==> src/rtl/rfarb_pkg.sv <==
// Shared definitions for the register-file write arbiter: address/data
// widths, the zero-register index and requester identifiers.
package rfarb_pkg;

  localparam int REG_ADDR_W = 5;
  localparam int DATA_W     = 64;
  localparam logic [REG_ADDR_W-1:0] XZR_IDX = 5'd31;

  // Requester identities; also the encoding of the round-robin pointer.
  typedef enum logic {
    REQ_ALU  = 1'b0,
    REQ_LOAD = 1'b1
  } req_id_e;

endpackage

==> src/rtl/rr_arbiter2.sv <==
// Two-way round-robin arbiter. Remembers the most recently granted
// requester and, under contention, grants the other one. A lone request is
// granted regardless of history. The history only moves on a grant.
module rr_arbiter2
  import rfarb_pkg::*;
(
  input  logic       clk,
  input  logic       rst_n,
  input  logic [1:0] req,
  output logic [1:0] gnt
);

  req_id_e last_q;
  req_id_e last_d;

  // Grant selection: alternate under contention, otherwise pass through.
  always_comb begin
    gnt = 2'b00;
    if (req[0] && req[1]) begin
      gnt = (last_q == REQ_ALU) ? 2'b10 : 2'b01;
    end else begin
      gnt = req;
    end
  end

  // Next pointer: record whoever was granted this cycle.
  always_comb begin
    last_d = last_q;
    if (gnt[0]) begin
      last_d = REQ_ALU;
    end else if (gnt[1]) begin
      last_d = REQ_LOAD;
    end
  end

  // Pointer register; reset leaves LOAD as "last" so ALU wins first.
  always_ff @(posedge clk or negedge rst_n) begin
    if (!rst_n) begin
      last_q <= REQ_LOAD;
    end else begin
      last_q <= last_d;
    end
  end

endmodule

==> src/rtl/regfile_write_arbiter.sv <==
// Register-file write arbiter: merges ALU and load writeback requests onto
// a single registered write port (latency 1, throughput 1) and forwards the
// write being issued to two read indices.
// Optional build macro RFARB_XZR_DROP_EN: writes to index 31 are accepted
// but never issued (no RegWrite, no forwarding hit).
module regfile_write_arbiter
  import rfarb_pkg::*;
(
  input  logic                  clk,
  input  logic                  rst_n,
  input  logic                  req0_valid,
  input  logic [REG_ADDR_W-1:0] req0_reg,
  input  logic [DATA_W-1:0]     req0_data,
  output logic                  req0_ready,
  input  logic                  req1_valid,
  input  logic [REG_ADDR_W-1:0] req1_reg,
  input  logic [DATA_W-1:0]     req1_data,
  output logic                  req1_ready,
  output logic                  RegWrite,
  output logic [REG_ADDR_W-1:0] writeReg,
  output logic [DATA_W-1:0]     writeData,
  input  logic [REG_ADDR_W-1:0] rdReg1,
  input  logic [REG_ADDR_W-1:0] rdReg2,
  output logic                  fwd1_hit,
  output logic                  fwd2_hit,
  output logic [DATA_W-1:0]     fwd1_data,
  output logic [DATA_W-1:0]     fwd2_data
);

  logic [1:0]            req;
  logic [1:0]            gnt;
  logic [REG_ADDR_W-1:0] sel_reg;
  logic [DATA_W-1:0]     sel_data;

  logic                  regwrite_q,   regwrite_d;
  logic [REG_ADDR_W-1:0] write_reg_q,  write_reg_d;
  logic [DATA_W-1:0]     write_data_q, write_data_d;

  assign req = {req1_valid, req0_valid};

  rr_arbiter2 u_arb (
    .clk   (clk),
    .rst_n (rst_n),
    .req   (req),
    .gnt   (gnt)
  );

  // Ready is the grant itself; a requester without valid never gets one.
  assign req0_ready = gnt[0];
  assign req1_ready = gnt[1];

  // Mux the granted request onto the write path.
  always_comb begin
    sel_reg  = req0_reg;
    sel_data = req0_data;
    if (gnt[1]) begin
      sel_reg  = req1_reg;
      sel_data = req1_data;
    end
  end

  // Next write-port state: issue on grant, otherwise idle with held index/data.
  always_comb begin
    regwrite_d   = 1'b0;
    write_reg_d  = write_reg_q;
    write_data_d = write_data_q;
    if (|gnt) begin
`ifdef RFARB_XZR_DROP_EN
      // Index-31 writes are consumed here and never reach the register file.
      if (sel_reg != XZR_IDX) begin
        regwrite_d   = 1'b1;
        write_reg_d  = sel_reg;
        write_data_d = sel_data;
      end
`else
      regwrite_d   = 1'b1;
      write_reg_d  = sel_reg;
      write_data_d = sel_data;
`endif
    end
  end

  // Write-port register; reset also discards any write not yet issued.
  always_ff @(posedge clk or negedge rst_n) begin
    if (!rst_n) begin
      regwrite_q   <= 1'b0;
      write_reg_q  <= '0;
      write_data_q <= '0;
    end else begin
      regwrite_q   <= regwrite_d;
      write_reg_q  <= write_reg_d;
      write_data_q <= write_data_d;
    end
  end

  assign RegWrite  = regwrite_q;
  assign writeReg  = write_reg_q;
  assign writeData = write_data_q;

  // Forward the write currently on the port to matching read indices.
  always_comb begin
    fwd1_hit  = regwrite_q && (write_reg_q == rdReg1);
    fwd2_hit  = regwrite_q && (write_reg_q == rdReg2);
    fwd1_data = fwd1_hit ? write_data_q : '0;
    fwd2_data = fwd2_hit ? write_data_q : '0;
  end

endmodule

==> config.mk <==
export PLATFORM = sky130hd
export DESIGN_NAME = regfile_write_arbiter
export DESIGN_NICKNAME = d
export VERILOG_FILES = /design/src/rtl/rfarb_pkg.sv /design/src/rtl/rr_arbiter2.sv /design/src/rtl/regfile_write_arbiter.sv
export SDC_FILE = /design/constraint.sdc
export NUM_CORES = 1
export LEC_CHECK = 0
export BUFFER_PORTS_ARGS = -buffer_cell sky130_fd_sc_hd__buf_2
export CAP_MARGIN = 20
export CORE_AREA = 2 2 136 138
export DETAILED_ROUTE_END_ITERATION = 8
export DIE_AREA = 0 0 138 140
export PLACE_DENSITY = 0.73
export SYNTH_ARGS = -nofsm -noshare
export SYNTH_HDL_FRONTEND = slang
export SYNTH_SLANG_ARGS = --single-unit
==> constraint.sdc <==
create_clock -name clk -period 1.95 [get_ports clk]
set_clock_uncertainty 0.1 [all_clocks]
set_input_delay 0.4875 -clock clk [delete_from_list [all_inputs] [get_ports clk]]
set_output_delay 0.4875 -clock clk [all_outputs]
set_load 0.01 [all_outputs]
==> results.toml, run 1 <==
[run_status]
status = "complete, but fails checks"
violations = "negative setup slack"

[power]
internal-power_mw = 3.773
power_density_nw_per_um2 = 690.5
leakage_nw = 4.436
seqPwrFrac = 0.336
p_sw_frac = 0.3433
comb_power_share = 0.357
ir_drop_uv = 398.8
p_sw_mw = 1.972
pwr-share-clk = 0.308

[cells_and_area]
antenna_cells = 0
area_growth_pct = 66.64
drive_above_1_share = 0.6541
fin_nets = 994
stdcell_count = 1076

[sta]
whs_ns = 0.2804
post-route-period-util = 1.350
finalSetupViolCount = 130
final-hold-violation-count = 0
rsz0062_at_grt = "yes"
timing.slew.headroom = 0.6842
min_period_ns = 2.633
worst_slew_pin_slew_ns = 0.4737
fmax_ghz = 0.3799
fin_ws_ns = -0.6826
finalMaxSlewViolations = 0

[drt]
drtIter0Drc = 227
routed_wl_um = 20590
antenna_left = 0
route.detailed.drc = 0
vias = 5671
dr.pass1.iters = 4
vias_per_cell = 5.270
wl_per_cell_um = 19.13

[die]
rows = 49
fp.dieArea_um2 = 19320
initial_core_util = 0.2808
core_um2 = 17780
die_h_um = 140
die_w_um = 138
ios = 354

[setup_path]
startpoint = "writeReg[0]"
path_class = "reg -> out"
r2r_start = "u_arb.last_q"
crit_path_max_fanout = 19
start_kind = "flip-flop"
crit_arrival_ns = 2.05
critPathRequiredTime_ns = 1.36
cp-end-kind = "output pin"

[logic_synthesis]
syn-cell-area_um2 = 4992
synth_cell_types = 25
async_reset_ff_frac = 1.000
synth_edf_count = 0
ys_ff_latch = 71
yosysWarnings = 0
syn_inst = 496
avgSynthCellArea_um2 = 10.07
ys_seq_area_frac = 0.3561
syn-num-nets = 648
synth_ff_type = "dfrtp_1"

[worst_hold_path]
worstHoldPathType = "in -> reg"
min_from = "req0_valid"

[global_routing]
grt_pass1_wl_um = 30730
antenna_found_initial = 0
grt_max_degree = 42
grt_overflow = 0
grt_pass1_vias = 5507
grt.total_usage = 0.1981

[job]
drv_cap = 0

[placed_design]
dp_cells = 1047
io_buffer_count = 353
place_congestion = 0.8452
dp_hpwl_um = 14120

[clock_network]
cts-root-buf = "clkbuf_16"
cts_inserted_buffers = 9
clock_sinks = 71
insertion_delay_ns = 0.33
clk_pin_slew_ns = 0.06
cts_tree = "done"
h-tree-depth = 3
clockBufferDepth = 2
[path summary, 6_finish.rpt]
kind	end	slack [ns]	cells past startpoint
setup / recovery	fwd2_data[40]	-0.68	6
max in group asynchronous	u_arb.last_q	0.62	3
setup reg to reg	writeData[4]	0.43	4
hold reg to reg	writeData[7]	0.61	3
hold / removal	u_arb.last_q	0.28	2
min in group asynchronous	writeReg[2]	0.54	2
[power by group through the flow]
stage          clock network [mW]  logic (mW)  registers, mW
6_report                     1.77        2.05           1.93
3_5_place_dp                    0        1.81           1.95
3_3_place_gp                    0        1.76           1.94
5_1_grt                      1.88        2.19           1.95
2_1_floorplan                   0       0.961           1.96
4_1_cts                      1.82        1.97           1.92
[flip-flops by register name, summed over array words and instances, names as in the netlist]
register      count
writeData        64
writeReg          5
RegWrite          1
u_arb.last_q      1
[layer usage]
metal | vias to the layer above | wire [µm] | part of all wire | GRT usage
met5 | - | 0 | 0 | 0
met4 | 0 | 480 | 0.023 | 0.07841
met3 | 27 | 1424 | 0.069 | 0.03966
met2 | 273 | 10670 | 0.52 | 0.3551
met1 | 2741 | 8010 | 0.39 | 0.2328
li1 | 2630 | - | - | -
[per-stage QoR]
| step | setup slack, ns | setup TNS (ns) | cell area [µm²] | utilization | power (mW) |
|---|---|---|---|---|---|
| CTS | -0.6877 | -82.57 | 7951 | 0.4472 | 5.712 |
| global route | -0.7595 | -91.53 | 8319 | 0.4679 | 6.025 |
| finish | -0.6826 | -80.52 | 8319 | 0.4679 | 5.745 |
| detailed placement | -0.5735 | -57.06 | 7400 | 0.4162 | 3.753 |
| floorplan | -0.1264 | -13.23 | 5278 | - | 2.921 |
| global placement | -0.5247 | -53.18 | 7400 | 0.4162 | 3.705 |
[timing repair]
action | 4_1_cts | 5_1_grt
cloned | 6 | 1
hold buffers | 1 | 0
setup endpoints to repair | 130 | 131
setup buffers | 3 | 2
endpoints found under the hold margin | 26 | 0
gates resized for setup | 16 | 55
pin swaps | 1 | 2
[cells in the mapped netlist, types with 3 or more instances]
cell / number / area share
dfrtp_1: 70 / 0.35
buf_2: 25 / 0.025
clkbuf_1: 29 / 0.022
o2bb2ai_1: 69 / 0.12
buf_6: 6 / 0.014
and3_1: 123 / 0.15
mux2i_1: 69 / 0.14
a31o_2: 69 / 0.12
buf_1: 4 / 0.0030
xor2_1: 8 / 0.014
and3_2: 5 / 0.0075
inv_1: 3 / 0.0023
[cell families (layout without fill, tap and decap cells)]
group | count (synthesis) | in the layout | synth area share
AO/OA/AOI/OAI | 143 | 143 | 0.2519
XOR/XNOR | 9 | 9 | 0.01579
buffers and inverters | 70 | 421 | 0.06967
flip-flops | 71 | 71 | 0.3561
multiplexers | 69 | 69 | 0.1383
AND/OR/NAND/NOR | 134 | 134 | 0.1682
[layout by cell type, fill, tap and decap left out, types with 2 or more instances in the layout]
cell,n
o2bb2ai_1,69
dfrtp_2,2
clkinvlp_4,3
and2_1,2
buf_4,27
inv_1,3
mux2i_1,69
buf_16,4
and3_4,53
buf_2,306
clkbuf_8,3
xor2_1,6
and3_1,72
clkbuf_16,10
a31o_2,69
and3_2,3
buf_12,15
buf_6,48
dfrtp_1,68
[worst max-delay path, stage by stage, from the launching register on]
cell and delay, ns:
dfrtp_2 0.45, xor2_2 0.17, a2111oi_4 0.36, buf_6 0.23, buf_12 0.18, and3_1 0.17
buf_2 0.13
[area by class of cell]
class | count | area [µm²]
clock buffers | 12 | 266.5
clock inverters | 4 | 52.55
fillers | 1662 | 9460
inverters | 3 | 11.26
multi-input cells | 355 | 3202
flip-flops and latches | 71 | 1780
well taps | 229 | 286.5
repair buffers | 402 | 2720
Note: power is estimated with default switching activity, not from simulation.
==> run 2, diff against run 1 <==
--- a/config.mk
+++ b/config.mk
@@ -7,10 +7,11 @@
 export LEC_CHECK = 0
 export BUFFER_PORTS_ARGS = -buffer_cell sky130_fd_sc_hd__buf_2
 export CAP_MARGIN = 20
-export CORE_AREA = 2 2 136 138
+export CORE_AREA = 2 2 139 141
+export CTS_BUF_LIST = sky130_fd_sc_hd__clkbuf_8
 export DETAILED_ROUTE_END_ITERATION = 8
-export DIE_AREA = 0 0 138 140
-export PLACE_DENSITY = 0.73
+export DIE_AREA = 0 0 141 143
+export PLACE_DENSITY = 0.71
 export SYNTH_ARGS = -nofsm -noshare
 export SYNTH_HDL_FRONTEND = slang
 export SYNTH_SLANG_ARGS = --single-unit
==> results.toml, run 2 (synthesis results as in run 1) <==
[power]
internal-power_mw = 3.418
p_total_mw = 5.345
p_sw_mw = 1.927
p_sw_frac = 0.3606
comb_power_share = 0.373
seqPwrFrac = 0.361
pwr-share-clk = 0.265
power_density_nw_per_um2 = 648.4
leakage_nw = 4.289
ir_drop_uv = 325.3

[setup_path]
cp-end-kind = "output pin"
crit_path_max_fanout = 32
start_kind = "flip-flop"
critPathRequiredTime_ns = 1.36
slowest_delay_ns = 0.46
path_class = "reg -> out"
crit_path_cell_trace = "xor2_4 -> a2111oi_4 -> buf_4 -> buf_12 -> and3_1 -> buf_2"
cpMaxStageDelayCell = "dfrtp_2"
crit_arrival_ns = 2.02

[die]
core_um2 = 18580
initial_core_util = 0.2687
ios = 354
die_w_um = 141
rows = 50
die_h_um = 143
fp.dieArea_um2 = 20160

[clock_network]
h-tree-depth = 3
clk_pin_slew_ns = 0.10
clockBufferDepth = 2
cts_tree = "done"
cts-root-buf = "clkbuf_8"
cts_inserted_buffers = 9
clock_sinks = 71
insertion_delay_ns = 0.36

[sta]
final-hold-violation-count = 0
min_period_ns = 2.606
post-route-period-util = 1.336
rsz0062_at_grt = "yes"
timing.slew.headroom = 0.5015
fin_ws_ns = -0.6561
fmax_ghz = 0.3837
whs_ns = 0.03643
worst_slew_pin_slew_ns = 0.7478
setup_tns_ns = -79.16
finalSetupViolCount = 130
finalMaxSlewViolations = 0

[drt]
antenna_left = 0
wl_per_cell_um = 19.76
vias_per_cell = 5.336
vias = 5677
route.detailed.drc = 0
routed_wl_um = 21020
dr.pass1.iters = 4
drtIter0Drc = 203

[job]
drv_cap = 0

[cells_and_area]
seqCellArea_um2 = 1779
stdcell_count = 1064
fillers = 1736
fin_nets = 977
antenna_cells = 0
largest_register_ffs = 64
layout_commonest_cell = "buf_2"
final_area_um2 = 8243
final_cell_mix = "buf_2 (284), buf_6 (70)"
multi_input_area_um2 = 3263
area_growth_pct = 65.11
drive_above_1_share = 0.6639
utilization = 0.4436

[run_status]
status = "complete, but fails checks"
violations = "negative setup slack"

[global_routing]
grt_max_degree = 72
grt_pass1_vias = 5532
grt_pass1_wl_um = 30760
antenna_found_initial = 0
grt_overflow = 0
grt.total_usage = 0.1927

[placed_design]
io_buffer_count = 353
placed_cell_area_um2 = 7376
place_congestion = 0.8071
pre_cts_ws_ns = -0.4964
dp_cells = 1043
dp_hpwl_um = 14260

[worst_hold_path]
worstHoldPathType = "in -> async"
==> run 2: changes by cell type in the layout (fill, tap and decap cells not counted), moves of 4 or more <==
cell,delta
buf_2,-22
and3_4,+12
buf_16,-4
buf_6,+22
clkbuf_16,-8
and3_1,-13
clkbuf_8,+8
buf_4,-13
==> run 2: path summary, 6_finish.rpt <==
| path | start | to | slack, ns | cells past startpoint |
|---|---|---|---|---|
| setup / recovery | writeReg[2] | fwd2_data[42] | -0.66 | 6 |
| min in group clk | req0_valid | u_arb.last_q | 0.27 | 2 |
| setup reg to reg | u_arb.last_q | writeData[4] | 0.27 | 2 |
| hold reg to reg | writeData[29] | writeData[29] | 0.62 | 3 |
| max in group asynchronous | rst_n | u_arb.last_q | 1.37 | 2 |
| hold / removal | rst_n | writeData[50] | 0.04 | 2 |
==> run 2: repair_timing <==
action	CTS	global route
endpoints found under the setup margin	130	131
hold buffers	0	0
buffers inserted	3	0
pin swaps	7	19
cloned	1	2
gates resized for setup	51	48
==> run 2: routing by layer <==
| layer | vias up | track usage | wire length, µm |
|---|---|---|---|
| met2 | 282 | 0.3368 | 10300 |
| li1 | 2593 | - | - |
| met1 | 2785 | 0.2382 | 8993 |
| met5 | - | 0 | 0 |
| met3 | 17 | 0.04091 | 1429 |
| met4 | 0 | 0.06053 | 297 |
==> run 2: area by class of cell <==
cell class	count	share of cell area
clock buffer	11	0.01837
sequential	71	0.2158
clock inverter	5	0.009715
multi-input combinational	355	0.3959
timing repair buffer	385	0.3233
inverter	3	0.001366
tap	234	0.03552
==> run 2: power groups by stage <==
stage | Sequential (mW) | Clock [mW] | Combinational [mW]
2_1_floorplan | 1.96 | 0 | 0.961
3_3_place_gp | 1.95 | 0 | 1.80
3_5_place_dp | 1.95 | 0 | 1.84
4_1_cts | 1.93 | 1.48 | 1.93
5_1_grt | 1.96 | 1.54 | 2.15
6_report | 1.93 | 1.42 | 1.99
==> run 2: critical path, delay by kind of cell (launching register included) <==
family,cells,cell delay [ns]
buffers and inverters,3,0.50
xor gates and xnor gates,1,0.17
AOI/OAI and AO/OA,1,0.30
DFF,1,0.46
and+or+nand+nor,1,0.19
==> run 3, diff against run 2 <==
--- a/config.mk
+++ b/config.mk
@@ -11,7 +11,7 @@
 export CTS_BUF_LIST = sky130_fd_sc_hd__clkbuf_8
 export DETAILED_ROUTE_END_ITERATION = 8
 export DIE_AREA = 0 0 141 143
-export PLACE_DENSITY = 0.71
+export PLACE_DENSITY = 0.66
 export SYNTH_ARGS = -nofsm -noshare
 export SYNTH_HDL_FRONTEND = slang
 export SYNTH_SLANG_ARGS = --single-unit
==> results.toml, run 3 (synthesis results as in run 1) <==
[drt]
vias = 5763
vias_per_cell = 5.302
drtIter0Drc = 294
antenna_left = 0
route.detailed.drc = 0
dr.pass1.iters = 5
routed_wl_um = 22550
wl_per_cell_um = 20.75

[die]
ios = 354
initial_core_util = 0.2687
fp.dieArea_um2 = 20160
die_h_um = 143
die_w_um = 141
core_um2 = 18580
rows = 50

[sta]
fmax_ghz = 0.3745
min_period_ns = 2.670
worst_slew_pin_slew_ns = 0.6667
rsz0062_at_grt = "yes"
finalMaxSlewViolations = 0
timing.slew.headroom = 0.5555
finalSetupViolCount = 130
final-hold-violation-count = 0
fin_ws_ns = -0.7205
post-route-period-util = 1.369
setup_tns_ns = -88.34

[cells_and_area]
fin_nets = 1000
antenna_cells = 0
area_growth_pct = 73.96
largest_register_ffs = 64
stdcell_count = 1087
final_area_um2 = 8685
layout_commonest_cell = "buf_2"
drive_above_1_share = 0.6741
final_cell_mix = "buf_2 (279), buf_6 (76)"

[job]
drv_cap = 0

[setup_path]
crit_path_max_fanout = 8
r2r_setup_slack_ns = 0.34
path_class = "reg -> out"
cp-end-kind = "output pin"
critPathRequiredTime_ns = 1.36
crit_arrival_ns = 2.08
start_kind = "flip-flop"

[worst_hold_path]
worstHoldPathType = "in -> reg"

[clock_network]
h-tree-depth = 3
clockBufferDepth = 2
insertion_delay_ns = 0.35
clock_sinks = 71
clk_pin_slew_ns = 0.08
cts_inserted_buffers = 9
cts-root-buf = "clkbuf_8"
cts_tree = "done"

[power]
p_total_mw = 5.565
leakage_nw = 4.470
ir_drop_uv = 357.3
power_density_nw_per_um2 = 640.8

[placed_design]
io_buffer_count = 353
place_congestion = 0.7876
dp_hpwl_um = 14130
dp_cells = 1046
pre_cts_ws_ns = -0.5802
placed_cell_area_um2 = 7411

[global_routing]
grt_max_degree = 64
grt_overflow = 0
grt_pass1_vias = 5474
grt.total_usage = 0.1907
antenna_found_initial = 0
grt_pass1_wl_um = 30230

[run_status]
status = "complete, but fails checks"
violations = "negative setup slack"
run 3: cell count changes in the layout (fill, tap and decap cells not counted), moves of 2 or more:
cell	previous run	this run
buf_2	284	279
buf_12	15	21
clkbuf_16	2	9
buf_6	70	76
and3_1	59	57
and3_4	65	68
buf_4	14	21
run 3: worst max-delay path, stage by stage (launching register included):
cell and delay, ns:
dfrtp_1 0.41, buf_6 0.13, xor2_2 0.15, nor4_4 0.27, buf_4 0.16, buf_12 0.14, clkbuf_16 0.17, and3_4 0.19
buf_6 0.10
run 3: final timing paths:
| kind | to | startpoint | cells after the start |
|---|---|---|---|
| worst max-delay path | fwd1_data[52] | writeReg[0] | 8 |
| worst min-delay path | writeData[36] | req0_data[36] | 2 |
| worst max register to register | writeData[17] | u_arb.last_q | 2 |
| worst min register to register | writeData[10] | writeData[10] | 3 |
| max in group asynchronous | writeData[16] | rst_n | 3 |
| min in group asynchronous | writeData[44] | rst_n | 2 |
run 3: metal layers:
| layer | part of all wire | GRT usage | vias up | wire (µm) |
|---|---|---|---|---|
| li1 | - | - | 2633 | - |
| met1 | 0.41 | 0.2278 | 2820 | 9133 |
| met2 | 0.51 | 0.3445 | 285 | 11480 |
| met3 | 0.068 | 0.04359 | 25 | 1523 |
| met4 | 0.018 | 0.05263 | 0 | 412 |
| met5 | 0 | 0 | - | 0 |
run 3: timing repair:
action	4_1_cts	5_1_grt
gates resized for setup	26	99
setup endpoints to repair	130	131
pin swaps	2	3
gates cloned	3	12
setup buffers	4	5
hold endpoints to repair	26	0
hold buffers	1	0
run 3: report_power, final:
group | total (mW) | switching (mW) | internal (mW)
sequential | 1.92 | 0.247 | 1.67
combinational | 2.24 | 1.13 | 1.11
clock | 1.40 | 0.612 | 0.789
total | 5.56 | 1.99 | 3.57
run 3: cell type report:
cell class | instances | area (µm²)
inverters | 3 | 11.26
multi-input cells | 355 | 3277
well taps | 234 | 292.8
clock buffers | 11 | 151.4
repair buffers | 408 | 3093
flip-flops and latches | 71 | 1779
fillers | 1724 | 9896
clock inverters | 5 | 80.08
run 3: per-stage QoR:
step / util / hold slack (ns)
4_1_cts: 0.4220 / 0.2430
6_report: 0.4674 / 0.2883
5_1_grt: 0.4674 / 0.2516
3_3_place_gp: 0.3989 / 0.3561
2_1_floorplan: - / 0.09191
3_5_place_dp: 0.3989 / 0.3594
